<file path="src/rtl/dmem_port_arbiter_if.sv">
// Bus bundle for the data-memory port arbiter: CPU MEM-stage side, debug reader side, RAM side.
// The slave modport is the arbiter's view; the master modport is the surrounding environment's view.
interface dmem_port_arbiter_if #(
  parameter int ADDR_W = 6,
  parameter int DATA_W = 32
);
  logic              cpu_req;
  logic              cpu_we;
  logic [ADDR_W-1:0] cpu_addr;
  logic [DATA_W-1:0] cpu_wdata;
  logic [DATA_W-1:0] cpu_rdata;
  logic              cpu_stall;

  logic              dbg_req;
  logic [ADDR_W-1:0] dbg_addr;
  logic [DATA_W-1:0] dbg_rdata;
  logic              dbg_ack;

  logic              mem_en;
  logic              mem_we;
  logic [ADDR_W-1:0] mem_addr;
  logic [DATA_W-1:0] mem_wdata;
  logic [DATA_W-1:0] mem_rdata;

  modport slave (
    input  cpu_req, cpu_we, cpu_addr, cpu_wdata, dbg_req, dbg_addr, mem_rdata,
    output cpu_rdata, cpu_stall, dbg_rdata, dbg_ack, mem_en, mem_we, mem_addr, mem_wdata
  );

  modport master (
    output cpu_req, cpu_we, cpu_addr, cpu_wdata, dbg_req, dbg_addr, mem_rdata,
    input  cpu_rdata, cpu_stall, dbg_rdata, dbg_ack, mem_en, mem_we, mem_addr, mem_wdata
  );
endinterface

</file>
<file path="src/rtl/dmem_port_arbiter.sv">
// Shares the single-port data RAM between the CPU MEM stage (priority) and the debug reader,
// with a starvation counter that forces one debug slot (stalling the CPU) after STARVE_LIMIT losses.
module dmem_port_arbiter #(
  parameter int ADDR_W       = 6,
  parameter int DATA_W       = 32,
  parameter int STARVE_LIMIT = 8
) (
  input logic                clk,
  input logic                reset,
  dmem_port_arbiter_if.slave bus
);

  localparam int CW = (STARVE_LIMIT < 1) ? 1 : $clog2(STARVE_LIMIT + 1);
  localparam logic [CW-1:0] LIMIT = CW'(STARVE_LIMIT);

  typedef enum logic [1:0] {
    IDLE,
    WAIT,
    RD,
    ACK
  } state_t;

  state_t            state;
  logic [CW-1:0]     waitCnt;
  logic [ADDR_W-1:0] dbgAddrQ;
  logic [DATA_W-1:0] dbgRdataQ;
  logic              dbgAckQ;
  logic              dbgGnt;

  always_comb begin
    dbgGnt = (state == WAIT) && (!bus.cpu_req || (waitCnt == LIMIT));
  end

  always_comb begin
    if (dbgGnt) begin
      bus.mem_en    = 1'b1;
      bus.mem_we    = 1'b0;
      bus.mem_addr  = dbgAddrQ;
      bus.mem_wdata = '0;
    end else begin
      bus.mem_en    = bus.cpu_req;
      bus.mem_we    = bus.cpu_req & bus.cpu_we;
      bus.mem_addr  = bus.cpu_addr;
      bus.mem_wdata = bus.cpu_wdata;
    end
  end

  assign bus.cpu_stall = bus.cpu_req & dbgGnt;
  assign bus.cpu_rdata = bus.mem_rdata;
  assign bus.dbg_rdata = dbgRdataQ;
  assign bus.dbg_ack   = dbgAckQ;

  always_ff @(posedge clk or posedge reset) begin
    if (reset) begin
      state     <= IDLE;
      waitCnt   <= '0;
      dbgAddrQ  <= '0;
      dbgRdataQ <= '0;
      dbgAckQ   <= 1'b0;
    end else begin
      case (state)
        IDLE: begin
          if (bus.dbg_req) begin
            dbgAddrQ <= bus.dbg_addr;
            waitCnt  <= '0;
            state    <= WAIT;
          end
        end
        WAIT: begin
          if (dbgGnt) begin
            waitCnt <= '0;
            state   <= RD;
          end else if (waitCnt != LIMIT) begin
            waitCnt <= waitCnt + 1'b1;
          end
        end
        // RAM data for the grant cycle arrives now; ack is raised alongside it.
        RD: begin
          dbgRdataQ <= bus.mem_rdata;
          dbgAckQ   <= 1'b1;
          state     <= ACK;
        end
        ACK: begin
          dbgAckQ <= 1'b0;
          state   <= IDLE;
        end
        default: begin
          dbgAckQ <= 1'b0;
          state   <= IDLE;
        end
      endcase
    end
  end

endmodule

</file>
<file path="src/flat_wrapper.sv">
// flat-port wrapper written by rule: the top's interface ports become plain ports
module dmem_port_arbiter_flat 
#(
  parameter int ADDR_W       = 6,
  parameter int DATA_W       = 32,
  parameter int STARVE_LIMIT = 8
)
  (clk, reset, bus_cpu_req, bus_cpu_we, bus_cpu_addr, bus_cpu_wdata, bus_dbg_req, bus_dbg_addr, bus_mem_rdata, bus_cpu_rdata, bus_cpu_stall, bus_dbg_rdata, bus_dbg_ack, bus_mem_en, bus_mem_we, bus_mem_addr, bus_mem_wdata);
  dmem_port_arbiter_if #(.ADDR_W(ADDR_W), .DATA_W(DATA_W)) bus_i ();
  input logic clk;
  input logic reset;
  input wire logic [$bits(bus_i.cpu_req)-1:0] bus_cpu_req;
  input wire logic [$bits(bus_i.cpu_we)-1:0] bus_cpu_we;
  input wire logic [$bits(bus_i.cpu_addr)-1:0] bus_cpu_addr;
  input wire logic [$bits(bus_i.cpu_wdata)-1:0] bus_cpu_wdata;
  input wire logic [$bits(bus_i.dbg_req)-1:0] bus_dbg_req;
  input wire logic [$bits(bus_i.dbg_addr)-1:0] bus_dbg_addr;
  input wire logic [$bits(bus_i.mem_rdata)-1:0] bus_mem_rdata;
  output wire logic [$bits(bus_i.cpu_rdata)-1:0] bus_cpu_rdata;
  output wire logic [$bits(bus_i.cpu_stall)-1:0] bus_cpu_stall;
  output wire logic [$bits(bus_i.dbg_rdata)-1:0] bus_dbg_rdata;
  output wire logic [$bits(bus_i.dbg_ack)-1:0] bus_dbg_ack;
  output wire logic [$bits(bus_i.mem_en)-1:0] bus_mem_en;
  output wire logic [$bits(bus_i.mem_we)-1:0] bus_mem_we;
  output wire logic [$bits(bus_i.mem_addr)-1:0] bus_mem_addr;
  output wire logic [$bits(bus_i.mem_wdata)-1:0] bus_mem_wdata;
  assign bus_i.cpu_req = bus_cpu_req;
  assign bus_i.cpu_we = bus_cpu_we;
  assign bus_i.cpu_addr = bus_cpu_addr;
  assign bus_i.cpu_wdata = bus_cpu_wdata;
  assign bus_i.dbg_req = bus_dbg_req;
  assign bus_i.dbg_addr = bus_dbg_addr;
  assign bus_i.mem_rdata = bus_mem_rdata;
  assign bus_cpu_rdata = bus_i.cpu_rdata;
  assign bus_cpu_stall = bus_i.cpu_stall;
  assign bus_dbg_rdata = bus_i.dbg_rdata;
  assign bus_dbg_ack = bus_i.dbg_ack;
  assign bus_mem_en = bus_i.mem_en;
  assign bus_mem_we = bus_i.mem_we;
  assign bus_mem_addr = bus_i.mem_addr;
  assign bus_mem_wdata = bus_i.mem_wdata;
  dmem_port_arbiter #(.ADDR_W(ADDR_W), .DATA_W(DATA_W), .STARVE_LIMIT(STARVE_LIMIT)) u_core (.clk(clk), .reset(reset), .bus(bus_i));
endmodule
</file>
<file path="config.mk">
export PLATFORM = sky130hd
export DESIGN_NAME = dmem_port_arbiter_flat
export DESIGN_NICKNAME = d
export VERILOG_FILES = /design/src/rtl/dmem_port_arbiter_if.sv /design/src/rtl/dmem_port_arbiter.sv /design/src/flat_wrapper.sv
export SDC_FILE = /design/constraint.sdc
export NUM_CORES = 1
export LEC_CHECK = 0
export ABC_CLOCK_PERIOD_IN_PS = 2400
export CAP_MARGIN = 20
export CORE_MARGIN = 2
export CORE_UTILIZATION = 35
export CTS_BUF_LIST = sky130_fd_sc_hd__clkbuf_2
export DETAILED_ROUTE_END_ITERATION = 7
export PLACE_DENSITY = 0.9
export RECOVER_POWER = 25
export SYNTH_ARGS = -nofsm -noshare
export SYNTH_HDL_FRONTEND = slang
export SYNTH_SLANG_ARGS = --single-unit
</file>
<file path="constraint.sdc">
create_clock -name clk -period 2.4 [get_ports clk]
set_input_delay 0.48 -clock clk [delete_from_list [all_inputs] [get_ports clk]]
set_output_delay 0.48 -clock clk [all_outputs]
set_load 0.005 [all_outputs]
</file>
# Word level (Yosys, flattened, before mapping)

Index checks and enable logic that the tools add are counted.

Register bits after elaboration: 45
Bits in latches: 0
Bits in writable memories: 0
ROM bits: 0
Input port bits: 81
Output and inout port bits: 106
Logic and storage cells: 37
Memories kept: 0

Add/sub/neg operators: 1
Multiply operators: 0
Divide/modulo/power cells: 0
Order comparisons: 0
Equality and inequality tests: 8
Shift operators: 0
Multiplexer cells: 12
Bitwise operators: 2
Reduce and logical (&&, ||, !) cells: 9

Operators with widths:

| kind                                                                   | count |
|---|---|
| 32-bit 2-to-1 mux                                                      | 1 |
| 4-bit 2-to-1 mux                                                       | 3 |
| 2-bit case mux with 4 select lines                                     | 1 |
| 4-bit case mux with 2 select lines                                     | 1 |
| 6-bit 2-to-1 mux                                                       | 1 |
| 4-bit by 1-bit adder with 4-bit output (second input constant)         | 1 |
| 2-bit equality test (second input constant)                            | 2 |
| 4-bit equality test (second input constant)                            | 1 |
| 2-bit 2-to-1 mux                                                       | 2 |
| 4-bit != test (second input constant)                                  | 1 |
| 2-bit AND reduction                                                    | 2 |
| 2-bit nonzero test                                                     | 2 |
| 3-bit by 2-bit != test with 1-bit output (second input constant)       | 1 |
| 3-bit AND reduction                                                    | 1 |
| 1-bit bitwise AND                                                      | 2 |
| 2-bit by 1-bit equality test with 1-bit output (second input constant) | 1 |
| 2-bit zero test                                                        | 1 |
| 1-bit 2-to-1 mux                                                       | 2 |
| 2-bit by 1-bit != test with 1-bit output (second input constant)       | 1 |
| 2-bit != test (second input constant)                                  | 1 |
| 1-bit case mux with 2 select lines                                     | 1 |
| 1-bit logical AND                                                      | 1 |
| 1-bit zero test                                                        | 1 |
| 1-bit logical OR                                                       | 1 |

# Longest topological paths before layout

Gate-level depths: netlist of the first run.

Depth after elaboration: 5
Depth in mapped cells: 7
Gate-level depth less buffers: 5

# Least setup slack after synthesis of the first run

OpenSTA, ideal clock, no wires.

Path type: register to output
Start: register u_core.state[1]
End: output port bus_mem_addr[0]
Data arrival time: 1.441 ns
Required time: 1.920 ns
Slack: 0.479 ns
Cell stages (with the launch flop): 6
Buffers on the path: 1
Path through: dfrtp_1 -> inv_1 -> ha_1 -> a21boi_1 -> buf_4 -> mux2_2

Cells in the longest elaborated chain, start to end: 3

RTL lines:

| element                                        | line                    | source |
|---|---|---|
| start, declared                                | dmem_port_arbiter.sv:23 | `state_t state;` |
| start signal, assigned                         | dmem_port_arbiter.sv:55 | `state <= IDLE;` |
| start signal, assigned                         | dmem_port_arbiter.sv:66 | `state <= WAIT;` |
| start signal, assigned                         | dmem_port_arbiter.sv:72 | `state <= RD;` |
| 2-bit by 1-bit equality test with 1-bit output | dmem_port_arbiter.sv:31 | `dbgGnt = (state == WAIT) && (!bus.cpu_req \|\| (waitCnt == LIMIT));` |
| 1-bit logical AND                              | dmem_port_arbiter.sv:31 |  |
| 6-bit 2-to-1 mux                               | dmem_port_arbiter.sv:35 | `if (dbgGnt) begin` |
| end, declared                                  | flat_wrapper.sv:25      | `output wire logic [$bits(bus_i.mem_addr)-1:0] bus_mem_addr;` |

Every way passes these cells.

# Worst setup path after layout of the first run

Start: register u_core.waitCnt[1]
End: output port bus_mem_wdata[28]

Cells in the longest elaborated chain, start to end: 4

RTL lines:

| element                | line                    | source |
|---|---|---|
| start, declared        | dmem_port_arbiter.sv:24 | `logic [CW-1:0] waitCnt;` |
| start signal, assigned | dmem_port_arbiter.sv:74 | `waitCnt <= waitCnt + 1'b1;` |
| 4-bit equality test    | dmem_port_arbiter.sv:31 |  |
| 1-bit logical OR       | dmem_port_arbiter.sv:31 |  |
| 1-bit logical AND      | dmem_port_arbiter.sv:31 |  |
| 32-bit 2-to-1 mux      | dmem_port_arbiter.sv:35 |  |
| end, declared          | flat_wrapper.sv:26      | `output wire logic [$bits(bus_i.mem_wdata)-1:0] bus_mem_wdata;` |

Every way passes these cells.

==> results of run 1 <==
## cell type report
cell class,count,area share (%)
Inverter,5,0.4188
Clock inverter,2,0.8654
Multi-Input combinational cell,114,24.68
Tap cell,80,2.233
Sequential cell,45,25.13
Clock buffer,6,0.6700
Timing Repair Buffer,213,46.01
## metal layers
layer / routed length, µm / part of all wire (%)
met5: 0 / 0
met1: 2609 / 35
met3: 743 / 9.9
met2: 3955 / 52
met4: 229 / 3.0
## worst min-delay path, stage by stage, from the launching register on
cell     delay, ns
dfrtp_1       0.40
nor2_1        0.04
nor2_1        0.07
## power breakdown
group	switching [mW]	total (mW)	internal (mW)
registers	0.187	1.31	1.13
logic	0.849	2.45	1.60
clock network	0.250	0.433	0.183
total	1.29	4.20	2.91
## state kept, by name, summed over array words and instances, names as in the netlist
register              count
u_core.bus.dbg_rdata     32
u_core.dbgAddrQ           6
u_core.waitCnt            4
u_core.state              2
u_core.bus.dbg_ack        1
## cells by family after synthesis
kind of cell	count (synthesis)
AOI/OAI and AO/OA	7
muxes	48
and+or+nand+nor	52
adders and majority gates	7
buffers and inverters	45
DFF	45
## what timing repair did
action | 4_1_cts | 5_1_grt
buffers inserted | 17 | 2
gates resized for setup | 178 | 36
setup endpoints to repair | 41 | 39
pin swaps | 2 | 2
endpoints found under the hold margin | 0 | 0
cloned | 3 | 0
## worst min-delay path by stage
stage	slack, ns	cells after the start	endpoint
3_5_place_dp	0.49	2	u_core.bus.dbg_ack
3_3_place_gp	0.49	1	u_core.dbgAddrQ[0]
6_report	0.53	2	u_core.bus.dbg_ack
4_1_cts	0.35	2	u_core.bus.dbg_rdata[23]
2_1_floorplan	0.47	1	u_core.dbgAddrQ[0]
5_1_grt	0.55	1	u_core.bus.dbg_rdata[6]
## cell usage in the layout, fill, tap and decap left out
cell type / instances
clkdlybuf4s50_1: 144
dfrtp_1: 45
mux2_2: 40
buf_2: 26
nor2b_1: 21
buf_6: 16
nor2b_4: 10
clkbuf_2: 9
buf_4: 8
nand2_1: 7
mux2_4: 6
ha_1: 6
buf_8: 5
buf_12: 5
inv_1: 4
nor2_1: 3
nand3b_1: 2
nand3_1: 2
mux2i_1: 2
nor2b_2: 2
dlygate4sd2_1: 2
clkbuf_1: 2
o31ai_1: 1
and3b_1: 1
o21bai_1: 1
inv_2: 1
o22ai_1: 1
o21ai_0: 1
o2bb2ai_1: 1
a21boi_4: 1
and3_1: 1
nor2_4: 1
or2_2: 1
or4_1: 1
o211ai_2: 1
ha_2: 1
bufinv_16: 1
clkinv_4: 1
clkbuf_16: 1
dlygate4sd3_1: 1
## metrics by stage
step / setup slack [ns] / area, µm² / instances / hold slack, ns
6_report: -0.2413 / 4482 / 465 / 0.5296
5_1_grt: -0.3613 / 4482 / 465 / 0.5511
4_1_cts: -0.3322 / 4448 / 468 / 0.3459
3_5_place_dp: -0.1447 / 4180 / 440 / 0.4913
3_3_place_gp: -0.1265 / 4180 / 440 / 0.4885
2_1_floorplan: 0.4788 / 2411 / 204 / 0.4737
==> flow_metrics.env, run 1 <==
export IMPL_cts_buffers=5
export IMPL_dp_hpwl_um=5510
export IMPL_synth_compound_area_share_pct=2.283
export IMPL_synthXorXnorAreaFrac_pct=0
export IMPL_nets=472
export IMPL_drtIter0Drc=38
export IMPL_rsz0062_at_grt="yes"
export IMPL_die_h_um=87
export IMPL_drive_gt1_share_pct=35.32
export IMPL_cp_max_fo=5
export IMPL_top_usage_layer="met2"
export IMPL_final_fill_count=496
export IMPL_critical_path_class="reg2out"
export IMPL_grt_pass1_vias=2281
export IMPL_path_buf_inv=6
export IMPL_clk_pin_slew_ns=0.22
export IMPL_tns_ns=-7.206
export IMPL_startpoint="u_core.waitCnt[1]"
export IMPL_max_freq_ghz=0.3786
export IMPL_path_cells="inv_2 -> ha_2 -> nand3b_1 -> a21boi_4 -> clkbuf_16 -> buf_12 -> buf_12 -> buf_8 -> nor2b_1 -> buf_2"
export IMPL_grt_pass1_wl_um=11050
export IMPL_ioPinCount=187
export IMPL_min_period_ns=2.641
export IMPL_setup_worst_path_start_class="flip-flop"
export IMPL_rrSetupSlack_ns=0.64
export IMPL_wl_um=7537
export IMPL_worst_slew_pin_slew_ns=0.8906
export IMPL_synth_top_family_by_area="multiplexers"
export IMPL_setup_viol=39
export IMPL_grtUsageMet3_pct=7.299
export IMPL_diodes=0
export IMPL_worst_hold_path_type="reg2reg"
export IMPL_clkSinkCount=45
export IMPL_post_drt_wl_per_cell_um=16.21
export IMPL_crit_reg2reg_capture="u_core.state[1]"
export IMPL_ctsRootBufferMaster="clkbuf_2"
export IMPL_synthCells=204
export IMPL_status="complete, but fails checks"
export IMPL_start_util_pct=35.88
export IMPL_yosys_area_top_type_share_pct=46.70
export IMPL_synth_seq_cells=45
export IMPL_port_buffers=186
export IMPL_syn2layout_area_growth_pct=85.88
export IMPL_hp_start="u_core.bus.dbg_ack"
export IMPL_synthFlopType="dfrtp_1"
export IMPL_grt_max_degree=35
export IMPL_insertion_delay_ns=0.41
export IMPL_multiInputGateArea_um2=1106
export IMPL_grtUsageTotal_pct=18.70
export IMPL_cpMaxStageDelayCell="dfrtp_1"
export IMPL_via_count=2170
export IMPL_yosysTopAreaCell="dfrtp_1"
export IMPL_seq_area_um2=1126
export IMPL_total_power_mw=4.195
export IMPL_met2_usage_pct=34.70
export IMPL_yosys_area_share_simple_pct=12.51
export IMPL_cp_top_family="buffers and inverters"
export IMPL_antenna_found_initial=0
export IMPL_cp_depth=10
export IMPL_maxSlewHeadroom_pct=40.56
export IMPL_core_rowCount=30
export IMPL_fin_util_pct=66.70
export IMPL_cp_arrival_ns=2.16
export IMPL_post_route_worst_setup_slack_ns=-0.2413
export IMPL_fp_coreArea_um2=6719
export IMPL_critPathMaxStageDelay_ns=0.45
export IMPL_die_w_um=87
export IMPL_synth_cell_area_um2=2411
export IMPL_syn_nets=292
export IMPL_cp_endpoint="bus_mem_wdata[28]"
export IMPL_fin_skew_ns=0.02163
export IMPL_dr_pass1_iters=4
export IMPL_synth_most_common_cell="mux2_2"
export IMPL_drv_cap=0
export IMPL_cpMostUsedCell="buf_12"
export IMPL_vias_per_cell=4.667
export IMPL_synth_area_top_cells="dfrtp_1, mux2_2, buf_4, nor2b_1, ha_1"
export IMPL_yosysSeqAreaShare_pct=46.70
export IMPL_postRouteAntennaNets=0
export IMPL_drt_drc_violations_left=0
export IMPL_leakagePower_nw=1.987
export IMPL_h_tree_depth=2
export IMPL_ys_types=24
export IMPL_yosysWarnings=0
export IMPL_synth_edff_count=0
export IMPL_slew_viol_final=0
export IMPL_reg2reg_from="u_core.state[0]"
export IMPL_gp_congestion=0.8192
export IMPL_ir_drop_mv=0.4980
export IMPL_grt_remaining_overflow=0
export IMPL_cp_end_kind="output pin"
export IMPL_cts_tree="built"
export IMPL_clock_path_buffers=2
export IMPL_power_density_nw_per_um2=936.1
export IMPL_ys_async_sr_fraction_pct=100.0
export IMPL_synth_fa_ha_area_share_pct=3.633
export IMPL_die_area_um2=7569
export IMPL_yosys_top_cells_count="mux2_2, dfrtp_1, buf_4"
export IMPL_worstPathRequired_ns=1.92
export IMPL_muxShareOfSynthArea_pct=22.31
export IMPL_ctsHoldBuffers=0
export IMPL_grt_util_met1_pct=18.94
export IMPL_hold_viol_final=0
export IMPL_violations="setup timing"
export IMPL_synth_area_per_cell_um2=11.82
export IMPL_fin_crit_sh_pct=110.1
export IMPL_reg2reg_depth=6
(Power assumes the default switching activity.)
==> run 2, diff against run 1 <==
SETUP_SLACK_MARGIN = 0.4   (was unset)
==> run 2 against run 1 <==
The flow still finishes with violations (setup timing). Total power rose by 3.5%. Via count up 0.55%. Worst hold slack better by 0.00059 ns. Final cell count rose by 1.3%. Maximum frequency is 4.7% lower. Global-route usage up 0.10 points. Setup slack got worse by 0.13 ns. Clock power is essentially flat. Critical path type unchanged.
==> flow_metrics.env, run 2 (same netlist as run 1, synthesis figures left out) <==
export IMPL_status="complete, but fails checks"
export IMPL_violations="setup timing"
export IMPL_die_area_um2=7569
export IMPL_cpMaxStageDelayCell="dfrtp_1"
export IMPL_maxSlewHeadroom_pct=40.41
export IMPL_antenna_found_initial=0
export IMPL_via_count=2182
export IMPL_start_util_pct=35.88
export IMPL_clk_pin_slew_ns=0.22
export IMPL_cp_top_family="buffers and inverters"
export IMPL_grt_max_degree=35
export IMPL_seqPwrFrac_pct=30.5
export IMPL_path_cells="inv_2 -> ha_2 -> nand3b_1 -> a21boi_2 -> buf_4 -> buf_12 -> buf_6 -> mux2_4 -> buf_6"
export IMPL_power_density_nw_per_um2=941.5
export IMPL_drv_cap=0
export IMPL_max_freq_ghz=0.3606
export IMPL_dr_pass1_iters=4
export IMPL_drive_gt1_share_pct=37.85
export IMPL_vias_per_cell=4.633
export IMPL_clock_path_buffers=2
export IMPL_syn2layout_area_growth_pct=91.28
export IMPL_cpMostUsedCell="buf_6"
export IMPL_diodes=0
export IMPL_post_route_worst_setup_slack_ns=-0.3729
export IMPL_drt_drc_violations_left=0
export IMPL_postRouteAntennaNets=0
export IMPL_worstPathRequired_ns=1.92
export IMPL_insertion_delay_ns=0.41
export IMPL_die_w_um=87
export IMPL_power_internal_mw=3.006
export IMPL_pwr_share_clk_pct=10.0
export IMPL_grtUsageTotal_pct=18.80
export IMPL_cp_end_kind="output pin"
export IMPL_fin_util_pct=68.64
export IMPL_wl_um=7890
export IMPL_worst_slew_pin_slew_ns=0.8929
export IMPL_port_buffers=186
export IMPL_p_sw_share_pct=30.77
export IMPL_most_common_layout_cells="clkdlybuf4s50_1, dfrtp_1, mux2_2, buf_2, buf_6"
export IMPL_leakagePower_nw=2.058
export IMPL_cts_tree="built"
export IMPL_min_period_ns=2.773
export IMPL_worst_hold_path_type="reg2reg"
export IMPL_cp_max_fo=3
export IMPL_slew_viol_final=0
export IMPL_rsz0062_at_grt="yes"
export IMPL_fin_skew_ns=0.02157
export IMPL_final_fill_count=482
export IMPL_setup_viol=39
export IMPL_final_common_cell="clkdlybuf4s50_1"
export IMPL_largest_register_ffs=32
export IMPL_fp_coreArea_um2=6719
export IMPL_cp_arrival_ns=2.29
export IMPL_critical_path_class="reg2out"
export IMPL_dp_hpwl_um=5510
export IMPL_cts_buffers=5
export IMPL_hold_viol_final=0
export IMPL_fin_crit_sh_pct=115.5
export IMPL_post_drt_wl_per_cell_um=16.75
export IMPL_core_rowCount=30
export IMPL_ctsRootBufferMaster="clkbuf_2"
export IMPL_ioPinCount=187
export IMPL_p_sw_mw=1.336
export IMPL_clkSinkCount=45
export IMPL_critPathMaxStageDelay_ns=0.45
export IMPL_path_buf_inv=5
export IMPL_gp_congestion=0.8192
export IMPL_grt_remaining_overflow=0
export IMPL_h_tree_depth=2
export IMPL_combPwrFrac_pct=59.5
export IMPL_grt_pass1_vias=2293
export IMPL_grt_pass1_wl_um=11120
export IMPL_drtIter0Drc=42
export IMPL_ir_drop_mv=0.4980
export IMPL_tns_ns=-9.881
export IMPL_die_h_um=87
export IMPL_nets=478
export IMPL_setup_worst_path_start_class="flip-flop"
## run 2: metrics by stage
stage          cell area [µm²]  hold slack, ns  setup slack (ns)  cells  power (mW)
2_1_floorplan             2411          0.4737            0.4788    204       2.308
3_3_place_gp              4180          0.4885           -0.1265    440       3.445
3_5_place_dp              4180          0.4913           -0.1447    440       3.537
4_1_cts                   4467          0.3459           -0.3322    469       4.262
5_1_grt                   4612          0.5511           -0.4951    471       4.606
6_report                  4612          0.5302           -0.3729    471       4.342
## run 2: path summary, 6_finish.rpt
| check | from | to | slack [ns] | depth (start not counted) |
|---|---|---|---|---|
| max in group asynchronous | reset | u_core.bus.dbg_rdata[27] | 0.62 | 3 |
| worst min-delay path | u_core.bus.dbg_ack | u_core.bus.dbg_ack | 0.53 | 2 |
| min in group asynchronous | reset | u_core.bus.dbg_rdata[23] | 0.65 | 2 |
| worst min register to register | u_core.bus.dbg_ack | u_core.bus.dbg_ack | 0.53 | 2 |
| worst max register to register | u_core.state[0] | u_core.state[1] | 0.60 | 6 |
| worst max-delay path | u_core.waitCnt[1] | bus_mem_addr[1] | -0.37 | 9 |
## run 2: layout make-up
cell class,instances,area (µm²),share of cell area (%)
repair buffers,219,2160,46.83
multi-input cells,114,1139,24.69
flip-flops and latches,45,1126,24.42
well taps,80,100.1,2.170
clock inverters,2,38.79,0.8410
clock buffers,6,30.03,0.6511
inverters,5,18.77,0.4069
## run 2: power groups by stage
stage	sequential, mW	clock [mW]	combinational [mW]
final	1.32	0.434	2.59
after global routing	1.37	0.476	2.76
after CTS	1.32	0.453	2.49
after detailed placement	1.34	0	2.19
after global placement	1.31	0	2.13
after floorplan	1.34	0	0.966
## run 2: what timing repair did
action	in CTS	in global routing
setup buffers	18	2
gates resized for setup	189	42
endpoints found under the setup margin	41	42
hold buffers	0	0
cloned	3	0
pin swaps	4	3
## run 2: worst register-to-register path: cells and delay by family (launching register included)
family,cells,cell delay [ns]
AO/OA/AOI/OAI,1,0.18
AND/OR/NAND/NOR,1,0.20
multiplexers,1,0.36
flip-flops,1,0.46
buffers and inverters,2,0.26
adder cells (fa/ha/maj),1,0.25
## run 2: metal layers
| metal | vias to the layer above | part of all wire, % | GRT usage (%) |
|---|---|---|---|
| li1 | 1026 | - | - |
| met5 | - | 0 | 0 |
| met2 | 109 | 53 | 34.91 |
| met4 | 0 | 1.8 | 6.250 |
| met1 | 1033 | 36 | 19.06 |
| met3 | 14 | 8.8 | 7.299 |
